===== src/rtl/pc_sequencer_pkg.sv =====
// Shared definitions for the program-counter sequencer: FSM state encodings
// and the default PC width.
package pc_sequencer_pkg;

  localparam int PC_W_DEFAULT = 5;

  typedef enum logic [1:0] {
    ST_IDLE  = 2'd0,
    ST_RUN   = 2'd1,
    ST_DRAIN = 2'd2,
    ST_HALT  = 2'd3
  } state_t;

endpackage


===== src/rtl/pc_sequencer_next_calc.sv =====
// Next-pc calculation: priority mux (jump > branch > pending > step/hold)
// plus the adders for the relative branch and the sequential increment.
// Also reports the redirect target so the caller can park it when no
// transfer happens.
module pc_next_calc #(
  parameter int ADDR_W = 5
) (
  input  logic [ADDR_W-1:0] pc,
  input  logic              jmp_take,
  input  logic [ADDR_W-1:0] jmp_addr,
  input  logic              br_take,
  input  logic [ADDR_W-1:0] br_off,
  input  logic              pend_v,
  input  logic [ADDR_W-1:0] pend_addr,
  input  logic              step,
  output logic              redir_v,
  output logic [ADDR_W-1:0] redir_addr,
  output logic [ADDR_W-1:0] nxt_pc,
  output logic              nxt_wrap
);

  logic signed [ADDR_W-1:0] br_off_s;
  logic        [ADDR_W-1:0] br_tgt;
  logic        [ADDR_W-1:0] seq_pc;

  // Branch target and sequential step both wrap modulo 2**ADDR_W.
  always_comb begin
    br_off_s = br_off;
    br_tgt   = pc + ADDR_W'(br_off_s);
    seq_pc   = pc + ADDR_W'(1);
  end

  // Priority selection; wrap is flagged only for a genuine sequential step.
  always_comb begin
    redir_v    = jmp_take | br_take;
    redir_addr = jmp_take ? jmp_addr : br_tgt;
    nxt_wrap   = 1'b0;
    if (redir_v) begin
      nxt_pc = redir_addr;
    end else if (pend_v) begin
      nxt_pc = pend_addr;
    end else if (step) begin
      nxt_pc   = seq_pc;
      nxt_wrap = &pc;
    end else begin
      nxt_pc = pc;
    end
  end

endmodule


===== src/rtl/pc_sequencer.sv =====
// Program-counter sequencer for the instruction-fetch path. Offers each pc
// with a valid/ready handshake, steps sequentially, redirects on branch or
// jump (parking redirects that arrive without a transfer), and supports
// halt/resume with an in-flight drain.
module pc_sequencer
  import pc_sequencer_pkg::*;
#(
  parameter int              ADDR_W   = PC_W_DEFAULT,
  parameter logic [ADDR_W-1:0] RESET_PC = '0
) (
  input  logic              clk,
  input  logic              rst_n,
  input  logic              en,
  input  logic              pc_ready,
  input  logic              br_take,
  input  logic [ADDR_W-1:0] br_off,
  input  logic              jmp_take,
  input  logic [ADDR_W-1:0] jmp_addr,
  input  logic              halt_req,
  input  logic              resume,
  output logic [ADDR_W-1:0] pc,
  output logic              pc_valid,
  output logic              halted,
  output logic              wrap
);

  state_t              state_q, state_d;
  logic [ADDR_W-1:0]   pc_q, pc_d;
  logic                pc_valid_q, pc_valid_d;
  logic                halted_q, halted_d;
  logic                wrap_q, wrap_d;
  logic                pend_v_q, pend_v_d;
  logic [ADDR_W-1:0]   pend_addr_q, pend_addr_d;

  logic                transfer;
  logic                step;
  logic                redir_v;
  logic [ADDR_W-1:0]   redir_addr;
  logic [ADDR_W-1:0]   nxt_pc;
  logic                nxt_wrap;

  pc_next_calc #(.ADDR_W(ADDR_W)) u_next (
    .pc         (pc_q),
    .jmp_take   (jmp_take),
    .jmp_addr   (jmp_addr),
    .br_take    (br_take),
    .br_off     (br_off),
    .pend_v     (pend_v_q),
    .pend_addr  (pend_addr_q),
    .step       (step),
    .redir_v    (redir_v),
    .redir_addr (redir_addr),
    .nxt_pc     (nxt_pc),
    .nxt_wrap   (nxt_wrap)
  );

  // Next-state, next-pc and pending-register logic.
  always_comb begin
    transfer    = pc_valid_q & pc_ready;
    step        = (state_q != ST_HALT);
    state_d     = state_q;
    pc_d        = pc_q;
    pc_valid_d  = pc_valid_q;
    halted_d    = halted_q;
    wrap_d      = 1'b0;
    pend_v_d    = pend_v_q;
    pend_addr_d = pend_addr_q;

    unique case (state_q)
      ST_IDLE: begin
        if (en) begin
          state_d    = ST_RUN;
          pc_d       = RESET_PC;
          pc_valid_d = 1'b1;
        end
      end

      ST_RUN, ST_DRAIN: begin
        if (transfer) begin
          pc_d     = nxt_pc;
          wrap_d   = nxt_wrap;
          pend_v_d = 1'b0;
        end else if (redir_v) begin
          pend_v_d    = 1'b1;
          pend_addr_d = redir_addr;
        end
        if (state_q == ST_RUN) begin
          if (halt_req && (pc_ready || !pc_valid_q)) begin
            state_d    = ST_HALT;
            pc_valid_d = 1'b0;
            halted_d   = 1'b1;
          end else if (halt_req) begin
            state_d = ST_DRAIN;
          end
        end else if (transfer) begin
          state_d    = ST_HALT;
          pc_valid_d = 1'b0;
          halted_d   = 1'b1;
        end
      end

      ST_HALT: begin
        // Resume takes priority over any concurrent halt request.
        if (resume) begin
          state_d    = ST_RUN;
          pc_d       = nxt_pc;
          pend_v_d   = 1'b0;
          pc_valid_d = 1'b1;
          halted_d   = 1'b0;
        end else if (redir_v) begin
          pend_v_d    = 1'b1;
          pend_addr_d = redir_addr;
        end
      end

      default: state_d = ST_IDLE;
    endcase
  end

  // State and output registers; reset drops everything, including pending.
  always_ff @(posedge clk or negedge rst_n) begin
    if (!rst_n) begin
      state_q     <= ST_IDLE;
      pc_q        <= RESET_PC;
      pc_valid_q  <= 1'b0;
      halted_q    <= 1'b0;
      wrap_q      <= 1'b0;
      pend_v_q    <= 1'b0;
      pend_addr_q <= '0;
    end else begin
      state_q     <= state_d;
      pc_q        <= pc_d;
      pc_valid_q  <= pc_valid_d;
      halted_q    <= halted_d;
      wrap_q      <= wrap_d;
      pend_v_q    <= pend_v_d;
      pend_addr_q <= pend_addr_d;
    end
  end

  assign pc       = pc_q;
  assign pc_valid = pc_valid_q;
  assign halted   = halted_q;
  assign wrap     = wrap_q;

endmodule


===== config.mk =====
export PLATFORM = sky130hd
export DESIGN_NAME = pc_sequencer
export DESIGN_NICKNAME = d
export VERILOG_FILES = /design/src/rtl/pc_sequencer_pkg.sv /design/src/rtl/pc_sequencer_next_calc.sv /design/src/rtl/pc_sequencer.sv
export SDC_FILE = /design/constraint.sdc
export NUM_CORES = 1
export LEC_CHECK = 0
export BUFFER_PORTS_ARGS = -buffer_cell sky130_fd_sc_hd__buf_2
export CORE_ASPECT_RATIO = 1.5
export CORE_MARGIN = 2
export CORE_UTILIZATION = 35
export CTS_CLUSTER_DIAMETER = 150
export DETAILED_ROUTE_END_ITERATION = 8
export PLACE_DENSITY = 0.55
export SYNTH_ARGS = -nofsm -noshare
export SYNTH_HDL_FRONTEND = slang
export SYNTH_SLANG_ARGS = --single-unit

===== constraint.sdc =====
create_clock -name clk -period 4.5 [get_ports clk]
set_input_delay 0.225 -clock clk [delete_from_list [all_inputs] [get_ports clk]]
set_output_delay 0.225 -clock clk [all_outputs]
set_load 0.02 [all_outputs]

* Word level (Yosys, flattened, before mapping)
Index checks and enable logic that the tools add are counted.
** Word-level totals
- Bits of input ports :: 18
- Bits in registers :: 16
- Output and inout bits :: 8
** Operators by class
- Bitwise logic cells :: 2
- Reductions and logical operators :: 12
- Multiplexer cells :: 39
- Eq/ne operators :: 12
- Add/sub/neg operators :: 2
** Operator list (count)
- two-way mux 5 bit :: 10
- two-way mux 1 bit :: 17
- one-hot mux 5 bit (3 select lines) :: 1
- two-way mux 2 bit :: 6
- != test 2 bit (second input constant) :: 6
- AND reduction 4 bit :: 3
- one-hot mux 5 bit (2 select lines) :: 1
- != test 3 bit (second input constant) :: 2
- one-hot mux 2 bit (3 select lines) :: 1
- AND reduction 3 bit :: 2
- adder 5 x 1 -> 5 bit (second input constant) :: 1
- adder 5 bit :: 1
- AND reduction 5 bit :: 1
- equality test 2 bit (second input constant) :: 2
- != test 4 bit (second input constant) :: 1
- one-hot mux 1 bit (2 select lines) :: 2
- one-hot mux 1 bit (3 select lines) :: 1
- equality test 2 x 1 -> 1 bit (second input constant) :: 1
- zero test 2 bit :: 1
- nonzero test 2 bit :: 1
- OR reduction 2 bit :: 1
- bitwise AND 1 bit :: 1
- logical AND 1 bit :: 1
- zero test 1 bit :: 1
- other kinds (2) :: 2

* Longest topological paths before layout
- Word-level depth :: 6
- Mapped depth :: 8
- Depth with buffers taken out :: 8

* Cells and area by module
A second synthesis with hierarchy kept.
** Second synthesis, totals
- Cells, all modules :: 132
- Area, all modules :: 1258.7 µm²
** Modules (own cells, without submodules)
- pc_sequencer :: seq. area each 400.4 µm², cells each 66, area an instance 788.3 µm², times used 1
- pc_next_calc :: seq. area each 0.0 µm², cells each 66, area an instance 470.5 µm², times used 1

* Worst setup path before layout
No wires, ideal clock.
- Path type :: flip-flop to flip-flop
- From :: register pc_q[0] (netlist: pc[0])
- To :: register pend_addr_q[4]
- Stages on the path, launching flop included :: 9
- Arrival time :: 1.906 ns
- Buffers on the path :: 0
- Period minus slack after synthesis :: 2.033 ns
- Setup time :: 0.128 ns
- Path slack :: 2.467 ns
- Cells stage by stage :: dfrtp_1 > ha_1 > inv_1 > fa_1 > nand2b_1 > a21oi_1 > xnor2_1 > o21ai_0 > mux2_1
** On the way
- Cells in the longest elaborated chain, start to end :: 5
- Elaborated cells between the ends (all ways) :: 6
- Those cells by class :: add/sub: 1; mux: 5
** RTL lines
- start, declared :: line pc_sequencer.sv:28 : logic [ADDR_W-1:0] pc_q, pc_d;
- start signal, assigned :: line pc_sequencer.sv:132 : pc_q <= pc_d;
- adder 5 bit * :: line pc_sequencer_next_calc.sv:29 : br_tgt = pc + ADDR_W'(br_off_s);
- two-way mux 5 bit * :: line pc_sequencer_next_calc.sv:36 : redir_addr = jmp_take ? jmp_addr : br_tgt;
- two-way mux 5 bit * :: line pc_sequencer.sv:83, pc_sequencer.sv:110
- two-way mux 5 bit (on tied branches) :: line pc_sequencer.sv:104, pc_sequencer.sv:79
- one-hot mux 5 bit (2 select lines) * :: line pc_sequencer.sv:69 : unique case (state_q)
- end signal, assigned :: line pc_sequencer.sv:137 : pend_addr_q <= pend_addr_d;
- end, declared :: line pc_sequencer.sv:33 : logic [ADDR_W-1:0] pend_addr_q, pend_addr_d;
Mark *: on every way between the ends. The rest lies on a longest branch, timed or not. The select of a mux whose other input is x is not followed.
A chain may end at the register's enable or synchronous reset.

* Final worst setup path
Ends and elaborated chain as after synthesis.

==> impl_metrics.tcl <==
set metrics [dict create \
    grt_use_total 0.1549 \
    viasPerCell 5.150 \
    ys_ff_latch 16 \
    post-cts-setup-buffers 0 \
    synth-edff-count 0 \
    cp_top_family "adder cells" \
    wl_per_cell_um 13.46 \
    instances_no_fill 193 \
    drcViolationCount 0 \
    path_clk_slew_ns 0.06 \
    skew_ns 0.001530 \
    syn_area_mm2 0.001150 \
    grt_pass1_wl_um 4464 \
    fmax_mhz 482.4 \
    post-route-util 0.4297 \
    ys_top_cells_by_count "16 x dfrtp_1, 12 x nand2_1, 11 x a21oi_1, 11 x inv_1, 10 x nor2_1" \
    drtIter0Drc 16 \
    cts_root_buf "clkbuf_8" \
    required_ns 4.62 \
    setup_viol 0 \
    cpPeakStageDelay_ns 0.43 \
    rsz0062_at_grt "no" \
    ys.flop_type "dfrtp_1" \
    cts_buffer_depth 2 \
    hold_path_class "primary input to flip-flop" \
    dieArea_mm2 0.003769 \
    period_minus_slack_ns 2.073 \
    cts_tree "done" \
    rows 25 \
    yosysTopAreaCellShare 0.3482 \
    routabilityCongestion 0.7770 \
    crit_fanout 6 \
    synthCells 127 \
    period_share 0.4606 \
    area_growth_syn_to_layout_pct 18.06 \
    synth_area_leader_cell "dfrtp_1" \
    nets 183 \
    io_pins 26 \
    die_x_um 50.80 \
    fillCellCount 331 \
    status "complete, no violations" \
    crit_buf_inv 1 \
    ant_nets 0 \
    wirelength_um 2598 \
    h-tree-depth 1 \
    die_y_um 74.20 \
    synth.avg_cell_area_um2 9.054 \
    cp_slowest_cell "dfrtp_1" \
    ir_drop_mv 0.2881 \
    slew_headroom 0.7188 \
    tns_ns 0 \
    cts_resized 0 \
    diodes 0 \
    cp.depth 8 \
    synth-async-reset-ratio 1.000 \
    p_per_area_mw_per_mm2 687.3 \
    grt_pass1_vias 998 \
    critical_path_arrival_ns 2.19 \
    worstRegToRegCells 8 \
    multi_input_area_um2 689.4 \
    worst_pin_slew_ns 0.4203 \
    portBuffers 25 \
    slew_viol_final 0 \
    initial_core_util 0.3640 \
    holdWs_ns 0.2511 \
    cts_sinks 16 \
    antenna_found_initial 0 \
    synth_most_common_cell "dfrtp_1" \
    maxCapViolCount 0 \
    p_leak_nw 0.6718 \
    dp_slack_ns 2.438 \
    postCtsHoldBufs 1 \
    endpoint_kind "flip-flop" \
    setup_ws_ns 2.427 \
    cp_cell_sequence "ha_1, inv_1, fa_1, nand2b_1, a21oi_1, xnor2_1, o21ai_0, mux2_1" \
    drive_above_1_share 0.2222 \
    hold_path_depth 2 \
    place_inst 189 \
    cts_buffers 3 \
    drt_pass1_iterations 4 \
    crit_type "flip-flop to flip-flop" \
    syn_nets 155 \
    ys_seq_area_frac 0.3482 \
    cp-start-kind "flip-flop" \
    clock_latency_ns 0.24 \
    synthTopCellsByArea "dfrtp_1 35%, ha_1 9.8%, a21oi_1 4.8%" \
    regArea_um2 400.4 \
    synth_cell_type_count 37 \
    grt_overflow_total 0 \
    hold_viol 0 \
    vias 994 \
    core_area_mm2 0.003159 \
    grt_max_degree 17 \
    hpwlAfterDp_um 2035 \
    ys_warn_count 0 \
]
## final cells by class
| type | count | area share |
|---|---|---|
| Multi-Input combinational cell | 97 | 0.5078 |
| Sequential cell | 16 | 0.2949 |
| Timing Repair Buffer | 26 | 0.09954 |
| Tap cell | 40 | 0.03687 |
| Clock buffer | 3 | 0.03041 |
| Inverter | 11 | 0.03041 |
## layout by cell type (no fill, tap or decap), drive strengths merged, types with 3 or more instances in the layout
cell type,n
nor2,10
nand2,14
a21oi,13
o31ai,3
mux2,4
ha,9
dfrtp,16
clkbuf,3
nand3,5
mux2i,4
o21ai,9
inv,11
nor2b,3
xor2,4
buf,25
## state kept, by name, indices dropped and copies added, names as in the netlist
register	count
pc	5
state_q	2
wrap	1
pend_v_q	1
halted	1
pc_valid	1
pend_addr_q	5
## worst paths after layout
check                                     from             end  slack [ns]
worst max-delay path                     pc[0]  pend_addr_q[4]        2.43
worst min-delay path                   br_take            wrap        0.25
worst max register to register           pc[0]  pend_addr_q[4]        2.43
worst min register to register  pend_addr_q[1]  pend_addr_q[1]        0.49
max in group asynchronous                rst_n           pc[3]        3.79
min in group asynchronous                rst_n      state_q[0]        0.43
## layer usage
metal	vias to the layer above	global-route usage	wire length [um]
met2	35	0.2836	1325
met5	-	0	0
li1	500	-	-
met1	453	0.1751	1087
met4	0	0.07207	59
met3	6	0.02410	125
## per-stage QoR
stage	cell area [um2]	total power, W
floorplan	1150	0.0007019
global placement	1306	0.0008259
detailed placement	1306	0.0008349
CTS	1358	0.0009440
global route	1358	0.001030
finish	1358	0.0009330
## power by group
| part | leakage, nW | switching, W | total (W) | internal [W] |
|---|---|---|---|---|
| clock | 0.0216 | 0.0000463 | 0.000105 | 0.0000592 |
| combinational | 0.462 | 0.000299 | 0.000540 | 0.000241 |
| sequential | 0.188 | 0.0000738 | 0.000287 | 0.000213 |
| total | 0.672 | 0.000419 | 0.000933 | 0.000514 |
## cells by family (layout without fill, tap and decap cells)
family / after synthesis / in the layout / share of synthesized area
flops: 16 / 16 / 0.3482
compound gates: 37 / 37 / 0.2100
buf+inv: 14 / 40 / 0.05222
xor+xnor: 6 / 6 / 0.04570
simple gates: 36 / 36 / 0.1513
mux: 8 / 8 / 0.07725
fa+ha+maj: 10 / 10 / 0.1153
(Power assumes the default switching activity.)
